**src/rtl/vga_sync_decoder.sv**
```systemverilog
`default_nettype none
// ============================================================================
//  Module   : vga_sync_decoder
//  Brief    : Receive-side VGA timing recovery. Rebuilds column/row counters
//             from incoming active-low HSync/VSync, flags the visible area,
//             strobes frame start and tracks lock / sync-error status.
//  Revision : 1.0 - initial release
// ============================================================================
module vga_sync_decoder #(
    parameter int H_VISIBLE_AREA = 640,
    parameter int V_VISIBLE_AREA = 480,
    parameter int H_TOTAL        = 800,
    parameter int V_TOTAL        = 525,
    parameter int H_FRONT_PORCH  = 16,
    parameter int V_FRONT_PORCH  = 10,
    parameter int LOCK_FRAMES    = 2
) (
    input  logic       i_Clk,
    input  logic       i_Rst,
    input  logic       i_VGA_HSync,
    input  logic       i_VGA_VSync,
    output logic [9:0] o_Col_Count,
    output logic [9:0] o_Row_Count,
    output logic       o_Visible,
    output logic       o_Frame_Start,
    output logic       o_Locked,
    output logic       o_Sync_Error
);

    // Timing landmarks in counter units.
    localparam logic [9:0]  c_H_SYNC_START = 10'(H_VISIBLE_AREA + H_FRONT_PORCH);
    localparam logic [9:0]  c_V_SYNC_START = 10'(V_VISIBLE_AREA + V_FRONT_PORCH);
    localparam logic [9:0]  c_H_LINE_ALIGN = 10'(H_VISIBLE_AREA + H_FRONT_PORCH - 1);
    localparam logic [9:0]  c_H_LAST       = 10'(H_TOTAL - 1);
    localparam logic [9:0]  c_V_LAST       = 10'(V_TOTAL - 1);
    localparam logic [9:0]  c_H_VISIBLE    = 10'(H_VISIBLE_AREA);
    localparam logic [9:0]  c_V_VISIBLE    = 10'(V_VISIBLE_AREA);
    localparam logic [3:0]  c_LOCK_FRAMES  = 4'(LOCK_FRAMES);

    // Two missing lines trip the watchdog; clamp to what 11 bits can hold.
    localparam int          c_WDOG_LIMIT_INT = (2 * H_TOTAL > 2047) ? 2047 : 2 * H_TOTAL;
    localparam logic [10:0] c_WDOG_LIMIT     = 11'(c_WDOG_LIMIT_INT);
    localparam logic [10:0] c_WDOG_MAX       = 11'h7FF;

    // Lock state encoding.
    localparam logic [1:0] c_ST_UNLOCKED = 2'd0;
    localparam logic [1:0] c_ST_LOCKING  = 2'd1;
    localparam logic [1:0] c_ST_LOCKED   = 2'd2;

    logic        r_hsync;
    logic        r_hsync_prev;
    logic        r_vsync;
    logic        r_vsync_prev;
    logic [9:0]  r_col;
    logic [9:0]  r_row;
    logic [1:0]  r_state;
    logic [3:0]  r_good_cnt;
    logic [10:0] r_wdog;
    logic        r_line_err_seen;
    logic        r_frame_start;
    logic        r_sync_error;

    logic        w_h_fall;
    logic        w_v_fall;
    logic        w_col_at_last;
    logic        w_col_wrap;
    logic        w_row_wrap;
    logic [9:0]  w_col_next;
    logic [9:0]  w_row_next;
    logic        w_line_err;
    logic        w_frame_good;
    logic        w_frame_err;
    logic        w_wdog_trip;
    logic [1:0]  w_state_next;
    logic [3:0]  w_good_next;
    logic        w_sync_err_next;

    // Edge detect on the registered syncs; both stages idle high so reset never fakes an edge.
    assign w_h_fall = r_hsync_prev & ~r_hsync;
    assign w_v_fall = r_vsync_prev & ~r_vsync;

    // A natural column wrap only happens when no H fall reloads the counter.
    assign w_col_at_last = (r_col == c_H_LAST);
    assign w_col_wrap    = w_col_at_last & ~w_h_fall;
    assign w_row_wrap    = w_col_wrap & ~w_v_fall & (r_row == c_V_LAST);

    // An in-phase source drops HSync exactly when the free-running column sits one before sync start.
    assign w_line_err   = w_h_fall & (r_col != c_H_LINE_ALIGN);
    assign w_frame_good = w_v_fall & (r_row == c_V_SYNC_START) & ~r_line_err_seen & ~w_line_err;
    assign w_frame_err  = w_v_fall & ~w_frame_good;
    assign w_wdog_trip  = (r_wdog >= c_WDOG_LIMIT);

    // Counter next-values: sync edges reload, otherwise free-run with wrap.
    always_comb begin
        w_col_next = r_col;
        w_row_next = r_row;
        if (w_h_fall) begin
            w_col_next = c_H_SYNC_START;
        end else if (w_col_at_last) begin
            w_col_next = 10'd0;
        end else begin
            w_col_next = r_col + 10'd1;
        end
        if (w_v_fall) begin
            w_row_next = c_V_SYNC_START;
        end else if (w_col_wrap) begin
            w_row_next = (r_row == c_V_LAST) ? 10'd0 : r_row + 10'd1;
        end
    end

    // Lock FSM next-state; the watchdog overrides every other transition.
    always_comb begin
        w_state_next    = r_state;
        w_good_next     = r_good_cnt;
        w_sync_err_next = 1'b0;
        if (w_wdog_trip) begin
            w_state_next = c_ST_UNLOCKED;
            w_good_next  = 4'd0;
        end else begin
            case (r_state)
                c_ST_UNLOCKED: begin
                    if (w_v_fall) begin
                        w_state_next = c_ST_LOCKING;
                        w_good_next  = 4'd0;
                    end
                end
                c_ST_LOCKING: begin
                    if (w_v_fall) begin
                        if (w_frame_good) begin
                            if (r_good_cnt + 4'd1 == c_LOCK_FRAMES) begin
                                w_state_next = c_ST_LOCKED;
                                w_good_next  = 4'd0;
                            end else begin
                                w_good_next = r_good_cnt + 4'd1;
                            end
                        end else begin
                            w_good_next = 4'd0;
                        end
                    end
                end
                c_ST_LOCKED: begin
                    if (w_line_err | w_frame_err) begin
                        w_sync_err_next = 1'b1;
                        w_state_next    = c_ST_LOCKING;
                        w_good_next     = 4'd0;
                    end
                end
                default: begin
                    w_state_next = c_ST_UNLOCKED;
                    w_good_next  = 4'd0;
                end
            endcase
        end
    end

    // All state: sync pipeline, counters, watchdog, FSM and registered strobes.
    always_ff @(posedge i_Clk) begin
        if (i_Rst) begin
            r_hsync         <= 1'b1;
            r_hsync_prev    <= 1'b1;
            r_vsync         <= 1'b1;
            r_vsync_prev    <= 1'b1;
            r_col           <= 10'd0;
            r_row           <= 10'd0;
            r_state         <= c_ST_UNLOCKED;
            r_good_cnt      <= 4'd0;
            r_wdog          <= 11'd0;
            r_line_err_seen <= 1'b0;
            r_frame_start   <= 1'b0;
            r_sync_error    <= 1'b0;
        end else begin
            r_hsync         <= i_VGA_HSync;
            r_hsync_prev    <= r_hsync;
            r_vsync         <= i_VGA_VSync;
            r_vsync_prev    <= r_vsync;
            r_col           <= w_col_next;
            r_row           <= w_row_next;
            r_state         <= w_state_next;
            r_good_cnt      <= w_good_next;
            r_sync_error    <= w_sync_err_next;
            r_frame_start   <= w_row_wrap & (w_state_next == c_ST_LOCKED);
            if (w_h_fall) begin
                r_wdog <= 11'd0;
            end else if (r_wdog != c_WDOG_MAX) begin
                r_wdog <= r_wdog + 11'd1;
            end
            // Line errors accumulate per frame and are judged at the next V fall.
            if (w_v_fall) begin
                r_line_err_seen <= 1'b0;
            end else if (w_line_err) begin
                r_line_err_seen <= 1'b1;
            end
        end
    end

    assign o_Col_Count   = r_col;
    assign o_Row_Count   = r_row;
    assign o_Locked      = (r_state == c_ST_LOCKED);
    assign o_Visible     = o_Locked & (r_col < c_H_VISIBLE) & (r_row < c_V_VISIBLE);
    assign o_Frame_Start = r_frame_start;
    assign o_Sync_Error  = r_sync_error;

endmodule
`default_nettype wire

```
**config.mk**
```make
export PLATFORM = sky130hd
export DESIGN_NAME = vga_sync_decoder
export DESIGN_NICKNAME = d
export VERILOG_FILES = /design/src/rtl/vga_sync_decoder.sv
export SDC_FILE = /design/constraint.sdc
export NUM_CORES = 1
export LEC_CHECK = 0
export BUFFER_PORTS_ARGS = -buffer_cell sky130_fd_sc_hd__buf_2
export CORE_MARGIN = 5
export CORE_UTILIZATION = 40
export DETAILED_ROUTE_END_ITERATION = 6
export GPL_ROUTABILITY_DRIVEN = 0
export GPL_TIMING_DRIVEN = 0
export SYNTH_ARGS = -nofsm -noshare
export SYNTH_HDL_FRONTEND = slang
export SYNTH_SLANG_ARGS = --single-unit
```
**constraint.sdc**
```tcl
create_clock -name i_Clk -period 2.3 [get_ports i_Clk]
set_clock_uncertainty 0.05 [all_clocks]
set_input_delay 0.345 -clock i_Clk [delete_from_list [all_inputs] [get_ports i_Clk]]
set_output_delay 0.345 -clock i_Clk [all_outputs]
set_load 0.1 [all_outputs]
```
# == After elaboration in Yosys (flattened, before gate mapping) ==
# Index checks and enable logic that the tools add are counted.
# classes
n_addsub,4
mul,0
n_div,0
magnitude_cmp,3
eq_ne,12
shift,0
n_mux,19
n_bitwise,22
n_reduce_logical,8
# op_table
op,n
$mux W10,3
$add A10 B1 Y10 const B,2
$eq A10 B10 Y1 const B,2
$mux W4,5
$mux W9,2
$and A1 B1 Y1,13
$mux W2,6
$pmux W4 S3,1
$add A11 B1 Y11 const B,1
$ge A11 B11 Y1 const B,1
$ne A11 B11 Y1 const B,1
$eq A10 B9 Y1 const B,1
$lt A10 B10 Y1 const B,1
$lt A10 B9 Y1 const B,1
$ne A10 B10 Y1 const B,1
$not A1 Y1,8
$pmux W2 S3,1
$reduce_or A2 Y1,3
$reduce_or A3 Y1,2
$add A4 B1 Y4 const B,1
$eq A2 B2 Y1 const B,2
$eq A4 B2 Y1 const B,1
$ne A2 B2 Y1 const B,2
$reduce_and A3 Y1,1
other kinds (6),6
# totals
ff_bits,44
latchBits,0
ramBits,0
mem_bits_ro,0
in_bits,4
memories,0

# == Logic depth before layout (Yosys ltp) ==
# Gate-level depths: netlist of the first run.
# logic_depth
ltp_word,13
ltp_mapped,8

# == Worst setup path before layout of the first run ==
# OpenSTA, ideal clock, no wires.
# synth_path
path_kind,register -> output
start,register r_row[8] (netlist: o_Row_Count[8])
end,output port o_Visible
arrival_ps,4224
required_ps,1905
path_slack_ps,-2319
stages_incl_launch_ff,3
n_path_buf,0
path_cell_list,dfxtp_1 -> and4_2 -> nor4b_1
# synth_between
elab_chain_len,2
# synth_rtl
element,line,text
start: declaration,55,logic [9:0] r_row;
start signal: assignment,177,r_row <= w_row_next;
$lt A10 B9 Y1,199,assign o_Visible = o_Locked & (r_col < c_H_VISIBLE) & (r_row < c_V_VISIBLE);
$and A1 B1 Y1,199,
end: declaration,24,"output logic o_Visible,"
# Every way passes these cells.

# == Final worst setup path of the first run ==
# Same ends and word-level chain as after synthesis.

==> run_summary.xml, run 1 <==
<?xml version="1.0" encoding="UTF-8"?>
<metrics>
  <group name="outcome">
    <metric name="run_status" unit="">completed</metric>
  </group>
  <group name="clocking">
    <metric name="cts_inserted_buffers" unit="">5</metric>
    <metric name="cts.path.max_buffers" unit="">2</metric>
    <metric name="path_clk_slew" unit="ns">0.09</metric>
    <metric name="postcts_resize_cnt" unit="">0</metric>
    <metric name="htree_levels" unit="">2</metric>
    <metric name="cts_root_buffer" unit="">sky130_fd_sc_hd__clkbuf_8</metric>
    <metric name="post-cts-setup-buffer-count" unit="">0</metric>
    <metric name="clock_insertion_delay_worst_skew" unit="ns">0.30</metric>
    <metric name="ctsHoldBuffers" unit="">0</metric>
    <metric name="tritoncts_num_sinks" unit="">44</metric>
    <metric name="tritoncts" unit="">done</metric>
  </group>
  <group name="floorplanning">
    <metric name="initial_utilization" unit="%">40.4</metric>
    <metric name="dieWidth" unit="um">83.9</metric>
    <metric name="design.die.area" unit="sq mm">0.00704</metric>
    <metric name="design.portCount" unit="">28</metric>
    <metric name="core_area" unit="sq mm">0.00541</metric>
    <metric name="num_rows" unit="">27</metric>
    <metric name="die-height" unit="um">83.9</metric>
  </group>
  <group name="yosys">
    <metric name="synthesized_area_fraction_occupied_by_xor_and_xnor_cells" unit="%">8.82</metric>
    <metric name="syn_area_per_cell" unit="sq um">8.88</metric>
    <metric name="syn_inst" unit="">246</metric>
    <metric name="yosys.area_share.adder" unit="%">4.58</metric>
    <metric name="postSynth.asyncResetShare" unit="%">0</metric>
    <metric name="yosys.area_share.simple" unit="%">30.2</metric>
    <metric name="syn_nets" unit="">258</metric>
    <metric name="synth.yosys.warnings" unit="">0</metric>
    <metric name="flip_flop_and_latch_count_after_synthesis" unit="">44</metric>
    <metric name="synth_compound_gate_area_share" unit="%">12.3</metric>
    <metric name="synth_mux_area_share" unit="%">0.458</metric>
    <metric name="synth-edff-count" unit="">0</metric>
    <metric name="mappedNetlistArea" unit="sq mm">0.00218</metric>
    <metric name="synth.yosys.seq_area_share" unit="%">40.3</metric>
    <metric name="synth_top_family_by_area" unit="">simple AND/OR/NAND/NOR gates</metric>
    <metric name="synthFlopType" unit="">sky130_fd_sc_hd__dfxtp_1</metric>
    <metric name="netlist-cell-type-count" unit="">49</metric>
  </group>
  <group name="worst_setup_path">
    <metric name="worstPathMaxFanout" unit="">5</metric>
    <metric name="launch_instance_of_the_worst_register_to_register_path" unit="">o_Col_Count[0]$_SDFF_PP0_</metric>
    <metric name="timing.critical_path.to_type" unit="">output pin</metric>
    <metric name="timing.setup.critical_path_class" unit="">reg2out</metric>
    <metric name="critPathLaunchType" unit="">flip-flop</metric>
    <metric name="worst_ep_arrival_time" unit="ns">1.67</metric>
    <metric name="data_required_time_at_the_worst_endpoint" unit="ns">1.90</metric>
    <metric name="worstSetupStartpoint" unit="">o_Row_Count[8]$_SDFFE_PP0P_</metric>
  </group>
  <group name="final_layout">
    <metric name="final_nets" unit="">292</metric>
    <metric name="layout_commonest_cell" unit="">sky130_fd_sc_hd__nor2_1</metric>
    <metric name="growth_of_design_area_from_synthesis_to_finish" unit="%">15.8</metric>
    <metric name="layoutNonFillerInstCount" unit="">353</metric>
    <metric name="final_layout_size_suffix_gt1_share" unit="%">25.3</metric>
    <metric name="antenna_cells_inserted" unit="">0</metric>
    <metric name="most-common-layout-cells" unit="">sky130_fd_sc_hd__nor2_1 (30), sky130_fd_sc_hd__buf_2 (29), sky130_fd_sc_hd__dfxtp_1 (29)</metric>
  </group>
  <group name="drt">
    <metric name="via_count" unit="">1793</metric>
    <metric name="detail_route.wl_per_cell" unit="um">12.9</metric>
    <metric name="drt-initial-drc-count" unit="">110</metric>
    <metric name="drt-total-wl" unit="um">4550</metric>
    <metric name="drt_drc_violations_left" unit="">0</metric>
    <metric name="drtPass1Iterations" unit="">4</metric>
    <metric name="routed_via_count_divided_by_cell_count" unit="">5.08</metric>
    <metric name="postRouteAntennaNets" unit="">0</metric>
  </group>
  <group name="power">
    <metric name="power_density" unit="mW/mm^2">592</metric>
    <metric name="max-vdd-ir-drop" unit="mV">0.376</metric>
    <metric name="p_leak" unit="nW">1.02</metric>
  </group>
  <group name="global_routing">
    <metric name="grt_start_max_net_pins" unit="">14</metric>
    <metric name="number_of_antenna_violations_at_the_first_check_in_global_routing" unit="">0</metric>
    <metric name="global_route_wire_length_before_repair" unit="um">8030</metric>
    <metric name="globalRoute.totalOverflow" unit="">0</metric>
    <metric name="grtUsageTotal" unit="%">13.8</metric>
    <metric name="first_global_vias" unit="">1722</metric>
  </group>
  <group name="timing">
    <metric name="slew_headroom" unit="%">54.8</metric>
    <metric name="timing.fmax" unit="GHz">0.484</metric>
    <metric name="layout_worst_path_cycle_share" unit="%">89.9</metric>
    <metric name="number_of_max_slew_violations_in_the_final_report" unit="">0</metric>
    <metric name="finalHoldViolations" unit="">0</metric>
    <metric name="finalHoldWorstSlack" unit="ns">0.178</metric>
    <metric name="final-setup-viol-count" unit="">0</metric>
    <metric name="post-route-min-period" unit="ns">2.07</metric>
    <metric name="grt_setup_unrepaired" unit="">no</metric>
    <metric name="worstMarginPinSlew" unit="ns">0.672</metric>
  </group>
  <group name="place">
    <metric name="placedCellCount" unit="">345</metric>
    <metric name="placement.io_buffers" unit="">27</metric>
    <metric name="dp_hpwl" unit="um">3260</metric>
  </group>
  <group name="hold_path">
    <metric name="worstHoldPathType" unit="">in2reg</metric>
    <metric name="hold_path.startpoint" unit="">i_VGA_HSync</metric>
  </group>
  <group name="run">
    <metric name="timing.max_cap.violations" unit="">0</metric>
  </group>
</metrics>
-- worst max-delay path: stages (launching register included) --
cell	delay, ns
sky130_fd_sc_hd__dfxtp_4	0.36
sky130_fd_sc_hd__and4_2	0.28
sky130_fd_sc_hd__nor4b_4	0.26
sky130_fd_sc_hd__buf_2	0.46
-- cells in the mapped netlist (all sizes together) (8+ instances only) --
cell type | number | area, sq um
nand2 | 21 | 78.8
and3 | 8 | 52.6
o21ai | 8 | 40.0
nand3 | 8 | 40.0
nand4 | 8 | 56.3
xor2 | 14 | 123
dfxtp | 44 | 881
ha | 8 | 100
a21oi | 13 | 65.1
nor2 | 30 | 113
inv | 11 | 41.3
xnor2 | 8 | 70.1
-- cell families after synthesis --
family                   Yosys count
buffers and inverters             17
adder cells (fa/ha/maj)            8
AND/OR/NAND/NOR                  114
flip-flops                        44
XOR/XNOR                          22
AO/OA/AOI/OAI                     40
multiplexers                       1
-- registers in the layout, summed over array words and instances, names as in the netlist --
register,count
r_hsync_prev,1
r_line_err_seen,1
r_good_cnt,4
o_Sync_Error,1
r_vsync,1
r_wdog,11
o_Row_Count,10
r_state,2
r_hsync,1
o_Frame_Start,1
r_vsync_prev,1
o_Col_Count,10
-- worst paths after layout --
kind,end,slack (ns),depth (start not counted)
max,o_Visible,0.23,3
min,r_hsync$_SDFF_PP1_,0.18,2
max reg2reg,o_Frame_Start$_SDFF_PP0_,0.24,7
min reg2reg,r_hsync_prev$_SDFF_PP1_,0.39,1
-- routing by layer --
layer | track usage (%) | share of wire [%]
met1 | 18.5 | 50
met2 | 21.2 | 43
met3 | 3.75 | 4.9
met4 | 5.26 | 1.8
met5 | 0 | 0
-- report_power, final --
part | internal (W) | switching, W
clock network | 0.000213 | 0.000257
logic | 0.0000519 | 0.000159
registers | 0.000787 | 0.0000288
total | 0.00105 | 0.000445
-- area by class of cell --
class | instances | area (sq um)
Fill cell | 557 | 2880
Timing Repair Buffer | 27 | 135
Multi-Input combinational cell | 185 | 1240
Buffer | 6 | 32.5
Clock inverter | 1 | 5.00
Sequential cell | 44 | 905
Clock buffer | 7 | 76.3
Inverter | 11 | 41.3
Tap cell | 72 | 90.1
-- through the flow --
stage | setup TNS (ns) | setup slack, ns | power (W) | util, % | area, sq um
after floorplan | -0.0237 | -0.0237 | 0.00101 | - | 2220
after global placement | 0 | 0.244 | 0.00104 | 45.3 | 2450
after detailed placement | 0 | 0.215 | 0.00104 | 45.3 | 2450
after CTS | 0 | 0.197 | 0.00152 | 46.8 | 2530
after global routing | 0 | 0.00991 | 0.00157 | 46.8 | 2530
final | 0 | 0.232 | 0.00150 | 46.8 | 2530
No activity file was read; power rests on OpenSTA's default activity.
==> run 2, diff against run 1 <==
--- a/config.mk
+++ b/config.mk
@@ -7,7 +7,7 @@
 export LEC_CHECK = 0
 export BUFFER_PORTS_ARGS = -buffer_cell sky130_fd_sc_hd__buf_2
 export CORE_MARGIN = 5
-export CORE_UTILIZATION = 40
+export CORE_UTILIZATION = 45
 export DETAILED_ROUTE_END_ITERATION = 6
 export GPL_ROUTABILITY_DRIVEN = 0
 export GPL_TIMING_DRIVEN = 0
==> run_summary.xml, run 2 (synthesis gave the netlist of run 1 again) <==
<?xml version="1.0" encoding="UTF-8"?>
<metrics>
  <group name="outcome">
    <metric name="run_status" unit="">completed</metric>
  </group>
  <group name="floorplanning">
    <metric name="dieWidth" unit="um">79.7</metric>
    <metric name="die-height" unit="um">79.7</metric>
    <metric name="initial_utilization" unit="%">46.3</metric>
    <metric name="design.portCount" unit="">28</metric>
    <metric name="num_rows" unit="">25</metric>
    <metric name="design.die.area" unit="sq mm">0.00635</metric>
    <metric name="core_area" unit="sq mm">0.00472</metric>
  </group>
  <group name="clocking">
    <metric name="cts_root_buffer" unit="">sky130_fd_sc_hd__clkbuf_8</metric>
    <metric name="ctsHoldBuffers" unit="">0</metric>
    <metric name="tritoncts" unit="">done</metric>
    <metric name="cts_inserted_buffers" unit="">5</metric>
    <metric name="tritoncts_num_sinks" unit="">44</metric>
    <metric name="path_clk_slew" unit="ns">0.08</metric>
    <metric name="clock_insertion_delay_worst_skew" unit="ns">0.29</metric>
    <metric name="htree_levels" unit="">2</metric>
    <metric name="post-cts-setup-buffer-count" unit="">0</metric>
    <metric name="postcts_resize_cnt" unit="">0</metric>
    <metric name="cts.path.max_buffers" unit="">2</metric>
  </group>
  <group name="place">
    <metric name="placement.io_buffers" unit="">27</metric>
    <metric name="dp_hpwl" unit="um">3330</metric>
    <metric name="placedCellCount" unit="">340</metric>
    <metric name="place_worst_setup_slack" unit="ns">0.234</metric>
  </group>
  <group name="worst_setup_path">
    <metric name="data_required_time_at_the_worst_endpoint" unit="ns">2.43</metric>
    <metric name="timing.critical_path.to_type" unit="">flip-flop</metric>
    <metric name="worst_ep_arrival_time" unit="ns">2.20</metric>
    <metric name="timing.setup.critical_path_class" unit="">reg2reg</metric>
    <metric name="rr_worst_depth" unit="">8</metric>
    <metric name="worstPathMaxFanout" unit="">10</metric>
    <metric name="critPathLaunchType" unit="">flip-flop</metric>
  </group>
  <group name="final_layout">
    <metric name="layoutNonFillerInstCount" unit="">347</metric>
    <metric name="largest_register_ffs" unit="">11</metric>
    <metric name="seqCellArea" unit="sq um">905</metric>
    <metric name="antenna_cells_inserted" unit="">0</metric>
    <metric name="largest-register" unit="">r_wdog</metric>
    <metric name="multi_input_comb_area" unit="sq mm">0.00124</metric>
    <metric name="layout_commonest_cell" unit="">sky130_fd_sc_hd__nor2_1</metric>
    <metric name="final_layout_size_suffix_gt1_share" unit="%">25.4</metric>
    <metric name="most-common-layout-cells" unit="">sky130_fd_sc_hd__nor2_1 (30), sky130_fd_sc_hd__buf_2 (29), sky130_fd_sc_hd__dfxtp_1 (29)</metric>
    <metric name="fillerInstances" unit="">467</metric>
    <metric name="growth_of_design_area_from_synthesis_to_finish" unit="%">15.3</metric>
    <metric name="final_nets" unit="">292</metric>
  </group>
  <group name="drt">
    <metric name="postRouteAntennaNets" unit="">0</metric>
    <metric name="drt_drc_violations_left" unit="">0</metric>
    <metric name="via_count" unit="">1803</metric>
    <metric name="routed_via_count_divided_by_cell_count" unit="">5.20</metric>
    <metric name="drt-initial-drc-count" unit="">80</metric>
    <metric name="drt-total-wl" unit="um">4520</metric>
    <metric name="drtPass1Iterations" unit="">4</metric>
    <metric name="detail_route.wl_per_cell" unit="um">13.0</metric>
  </group>
  <group name="timing">
    <metric name="timing.fmax" unit="GHz">0.483</metric>
    <metric name="number_of_max_slew_violations_in_the_final_report" unit="">0</metric>
    <metric name="finalWorstSetupSlack" unit="ns">0.230</metric>
    <metric name="grt_setup_unrepaired" unit="">no</metric>
    <metric name="post-route-min-period" unit="ns">2.07</metric>
    <metric name="worstMarginPinSlew" unit="ns">0.596</metric>
    <metric name="finalHoldViolations" unit="">0</metric>
    <metric name="setup_tns" unit="ns">0</metric>
    <metric name="final-setup-viol-count" unit="">0</metric>
    <metric name="layout_worst_path_cycle_share" unit="%">90.0</metric>
    <metric name="slew_headroom" unit="%">59.9</metric>
  </group>
  <group name="power">
    <metric name="power_density" unit="mW/mm^2">589</metric>
    <metric name="netSwitchingPower" unit="W">0.000438</metric>
    <metric name="comb_power_share" unit="%">14.3</metric>
    <metric name="cellInternalPower" unit="W">0.00105</metric>
    <metric name="seq_power_share" unit="%">55.0</metric>
    <metric name="p_leak" unit="nW">1.02</metric>
    <metric name="power_switching_share" unit="%">29.5</metric>
    <metric name="max-vdd-ir-drop" unit="mV">0.379</metric>
    <metric name="power.clock.fraction" unit="%">30.8</metric>
  </group>
  <group name="global_routing">
    <metric name="grtUsageTotal" unit="%">15.6</metric>
    <metric name="global_route_wire_length_before_repair" unit="um">7780</metric>
    <metric name="globalRoute.totalOverflow" unit="">0</metric>
    <metric name="number_of_antenna_violations_at_the_first_check_in_global_routing" unit="">0</metric>
    <metric name="first_global_vias" unit="">1698</metric>
    <metric name="grt_start_max_net_pins" unit="">13</metric>
  </group>
  <group name="run">
    <metric name="timing.max_cap.violations" unit="">0</metric>
  </group>
  <group name="hold_path">
    <metric name="holdPathStages" unit="">2</metric>
    <metric name="worstHoldPathType" unit="">in2reg</metric>
  </group>
</metrics>
run 2: metal layers:
metal | track usage, % | up-vias | routed length [um]
met5 | 0 | - | 0
met4 | 4.81 | 0 | 55
met3 | 4.74 | 7 | 225
met2 | 24.4 | 32 | 1940
met1 | 20.5 | 841 | 2300
li1 | - | 923 | -
run 2: final timing paths:
kind,startpoint,end,slack [ns]
setup / recovery,o_Col_Count[0]$_SDFF_PP0_,o_Row_Count[7]$_SDFFE_PP0P_,0.23
hold / removal,i_VGA_HSync,r_hsync$_SDFF_PP1_,0.17
setup reg to reg,o_Col_Count[0]$_SDFF_PP0_,o_Row_Count[7]$_SDFFE_PP0P_,0.23
hold reg to reg,r_hsync$_SDFF_PP1_,r_hsync_prev$_SDFF_PP1_,0.39
run 2: per-stage QoR:
step | cell area, sq um | power [W] | hold slack [ns] | util (%)
floorplan | 2220 | 0.00101 | 0.358 | -
global placement | 2440 | 0.00104 | 0.375 | 51.7
detailed placement | 2440 | 0.00105 | 0.374 | 51.7
CTS | 2520 | 0.00151 | 0.166 | 53.4
global route | 2520 | 0.00157 | 0.162 | 53.4
finish | 2520 | 0.00148 | 0.175 | 53.4
run 2: layout make-up:
cell class / instances / area share (%)
clock inverters: 1 / 0.199
multi-input cells: 185 / 49.4
inverters: 11 / 1.64
clock buffers: 6 / 2.88
repair buffers: 27 / 5.36
well taps: 67 / 3.33
flip-flops and latches: 44 / 35.9
plain buffers: 6 / 1.29
run 2: worst max-delay path, cell delays in order, from the launching register on:
cell and delay, ns:
sky130_fd_sc_hd__dfxtp_2 0.36, sky130_fd_sc_hd__ha_1 0.20, sky130_fd_sc_hd__and4_1 0.27, sky130_fd_sc_hd__and4_1 0.20, sky130_fd_sc_hd__buf_2 0.18, sky130_fd_sc_hd__buf_2 0.24
sky130_fd_sc_hd__nand2_1 0.12, sky130_fd_sc_hd__o21bai_1 0.26, sky130_fd_sc_hd__a21oi_1 0.07
run 2: power by group through the flow:
stage | logic (W) | registers (W) | clock network (W)
after floorplan | 0.0000732 | 0.000933 | 0
after global placement | 0.000212 | 0.000833 | 0
after detailed placement | 0.000213 | 0.000833 | 0
after CTS | 0.000214 | 0.000816 | 0.000480
after global routing | 0.000226 | 0.000822 | 0.000523
final | 0.000211 | 0.000816 | 0.000456
==> run 3, diff against run 2 <==
--- a/config.mk
+++ b/config.mk
@@ -7,10 +7,12 @@
 export LEC_CHECK = 0
 export BUFFER_PORTS_ARGS = -buffer_cell sky130_fd_sc_hd__buf_2
 export CORE_MARGIN = 5
-export CORE_UTILIZATION = 45
+export CORE_UTILIZATION = 50
 export DETAILED_ROUTE_END_ITERATION = 6
 export GPL_ROUTABILITY_DRIVEN = 0
 export GPL_TIMING_DRIVEN = 0
+export PLACE_DENSITY = 0.7
+export REMOVE_ABC_BUFFERS = 1
 export SYNTH_ARGS = -nofsm -noshare
 export SYNTH_HDL_FRONTEND = slang
 export SYNTH_SLANG_ARGS = --single-unit
==> run_summary.xml, run 3 (synthesis gave the netlist of run 1 again) <==
<?xml version="1.0" encoding="UTF-8"?>
<metrics>
  <group name="worst_setup_path">
    <metric name="timing.critical_path.to_type" unit="">output pin</metric>
    <metric name="timing.setup.critical_path_class" unit="">reg2out</metric>
    <metric name="slowest_delay" unit="ns">0.50</metric>
    <metric name="data_required_time_at_the_worst_endpoint" unit="ns">1.90</metric>
    <metric name="critPathLaunchType" unit="">flip-flop</metric>
    <metric name="timing.critical_path.buf_inv" unit="">1</metric>
    <metric name="cpMaxStageDelayCell" unit="">sky130_fd_sc_hd__buf_2</metric>
    <metric name="crit_chain" unit="">nand2b_1 -&gt; nor4b_1 -&gt; buf_2</metric>
    <metric name="worst_path_dominant_cell_family" unit="">simple AND/OR/NAND/NOR gates</metric>
    <metric name="worstPathMaxFanout" unit="">6</metric>
    <metric name="worst_ep_arrival_time" unit="ns">1.73</metric>
  </group>
  <group name="final_layout">
    <metric name="antenna_cells_inserted" unit="">0</metric>
    <metric name="growth_of_design_area_from_synthesis_to_finish" unit="%">12.0</metric>
    <metric name="most-common-layout-cells" unit="">sky130_fd_sc_hd__dfxtp_1 (44), sky130_fd_sc_hd__nor2_1 (30), sky130_fd_sc_hd__buf_2 (27)</metric>
    <metric name="largest-register" unit="">r_wdog</metric>
    <metric name="largest_register_ffs" unit="">11</metric>
    <metric name="final_layout_size_suffix_gt1_share" unit="%">20.0</metric>
    <metric name="multi_input_comb_area" unit="sq mm">0.00123</metric>
    <metric name="final_nets" unit="">286</metric>
    <metric name="seqCellArea" unit="sq um">881</metric>
    <metric name="fillerInstances" unit="">420</metric>
    <metric name="layout_commonest_cell" unit="">sky130_fd_sc_hd__dfxtp_1</metric>
  </group>
  <group name="timing">
    <metric name="final-setup-viol-count" unit="">0</metric>
    <metric name="layout_worst_path_cycle_share" unit="%">92.3</metric>
    <metric name="worstMarginPinSlew" unit="ns">0.609</metric>
    <metric name="finalWorstSetupSlack" unit="ns">0.177</metric>
    <metric name="finalHoldWorstSlack" unit="ns">0.188</metric>
    <metric name="grt_setup_unrepaired" unit="">no</metric>
    <metric name="timing.fmax" unit="GHz">0.471</metric>
    <metric name="slew_headroom" unit="%">59.0</metric>
    <metric name="number_of_max_slew_violations_in_the_final_report" unit="">0</metric>
    <metric name="finalHoldViolations" unit="">0</metric>
    <metric name="post-route-min-period" unit="ns">2.12</metric>
    <metric name="setup_tns" unit="ns">0</metric>
  </group>
  <group name="clocking">
    <metric name="tritoncts" unit="">done</metric>
    <metric name="postcts_resize_cnt" unit="">0</metric>
    <metric name="htree_levels" unit="">2</metric>
    <metric name="path_clk_slew" unit="ns">0.08</metric>
    <metric name="ctsHoldBuffers" unit="">0</metric>
    <metric name="clock_insertion_delay_worst_skew" unit="ns">0.29</metric>
    <metric name="tritoncts_num_sinks" unit="">44</metric>
    <metric name="post-cts-setup-buffer-count" unit="">0</metric>
    <metric name="cts_inserted_buffers" unit="">5</metric>
    <metric name="cts_root_buffer" unit="">sky130_fd_sc_hd__clkbuf_8</metric>
    <metric name="cts.path.max_buffers" unit="">2</metric>
  </group>
  <group name="drt">
    <metric name="drt-total-wl" unit="um">4150</metric>
    <metric name="detail_route.wl_per_cell" unit="um">12.7</metric>
    <metric name="drt-initial-drc-count" unit="">107</metric>
    <metric name="drtPass1Iterations" unit="">4</metric>
    <metric name="via_count" unit="">1774</metric>
    <metric name="postRouteAntennaNets" unit="">0</metric>
    <metric name="drt_drc_violations_left" unit="">0</metric>
    <metric name="routed_via_count_divided_by_cell_count" unit="">5.43</metric>
  </group>
  <group name="global_routing">
    <metric name="grtUsageTotal" unit="%">14.4</metric>
    <metric name="number_of_antenna_violations_at_the_first_check_in_global_routing" unit="">0</metric>
    <metric name="global_route_wire_length_before_repair" unit="um">7110</metric>
    <metric name="globalRoute.totalOverflow" unit="">0</metric>
    <metric name="grt_start_max_net_pins" unit="">17</metric>
    <metric name="first_global_vias" unit="">1578</metric>
  </group>
  <group name="floorplanning">
    <metric name="design.portCount" unit="">28</metric>
    <metric name="initial_utilization" unit="%">50.9</metric>
    <metric name="num_rows" unit="">24</metric>
    <metric name="dieWidth" unit="um">76.1</metric>
    <metric name="die-height" unit="um">76.1</metric>
    <metric name="design.die.area" unit="sq mm">0.00579</metric>
    <metric name="core_area" unit="sq mm">0.00429</metric>
  </group>
  <group name="hold_path">
    <metric name="worstHoldPathType" unit="">in2reg</metric>
  </group>
  <group name="place">
    <metric name="dp_hpwl" unit="um">3010</metric>
    <metric name="place_worst_setup_slack" unit="ns">0.167</metric>
    <metric name="placement.io_buffers" unit="">27</metric>
  </group>
  <group name="power">
    <metric name="p_leak" unit="nW">0.988</metric>
    <metric name="power_density" unit="mW/mm^2">618</metric>
    <metric name="max-vdd-ir-drop" unit="mV">0.382</metric>
  </group>
  <group name="run">
    <metric name="timing.max_cap.violations" unit="">0</metric>
  </group>
  <group name="outcome">
    <metric name="run_status" unit="">completed</metric>
  </group>
</metrics>
==> run 3: area by class of cell <==
| cell class | count | share of cell area (%) |
|---|---|---|
| clock buffer | 6 | 3.38 |
| clock inverter | 2 | 0.409 |
| inverter | 11 | 1.69 |
| multi-input combinational | 185 | 50.3 |
| sequential | 44 | 36.0 |
| tap | 52 | 2.66 |
| timing repair buffer | 27 | 5.52 |
==> run 3: final timing paths <==
check                              to  slack (ns)                   startpoint  cells past startpoint
max                         o_Visible        0.18        r_state[1]$_SDFF_PP0_                      3
min                r_hsync$_SDFF_PP1_        0.19                  i_VGA_HSync                      2
max reg2reg  o_Frame_Start$_SDFF_PP0_        0.25  o_Row_Count[6]$_SDFFE_PP0P_                      4
min reg2reg   r_hsync_prev$_SDFF_PP1_        0.40           r_hsync$_SDFF_PP1_                      1
==> run 3: where the power goes <==
| group | internal (W) | switching (W) | leakage (nW) | total [W] |
|---|---|---|---|---|
| clock | 0.000240 | 0.000253 | 0.0510 | 0.000493 |
| sequential | 0.000785 | 0.0000276 | 0.359 | 0.000813 |
| combinational | 0.0000489 | 0.000158 | 0.579 | 0.000207 |
| total | 0.00107 | 0.000439 | 0.988 | 0.00151 |
==> run 3: layer usage <==
| layer | wire (um) | GRT usage (%) | up-vias |
|---|---|---|---|
| met5 | 0 | 0 | - |
| met4 | 27 | 2.62 | 0 |
| met3 | 243 | 5.32 | 4 |
| met2 | 1900 | 22.8 | 39 |
| met1 | 1980 | 18.8 | 817 |
| li1 | - | - | 914 |
==> run 3: stage by stage <==
stage          power [W]  util, %  instances  instance area [sq um]
4_1_cts          0.00153     56.9        327                   2440
3_5_place_dp     0.00104     54.8        319                   2350
5_1_grt          0.00159     57.0        327                   2450
2_1_floorplan   0.000998        -        240                   2150
6_report         0.00151     57.0        327                   2450
3_3_place_gp     0.00104     54.8        319                   2350
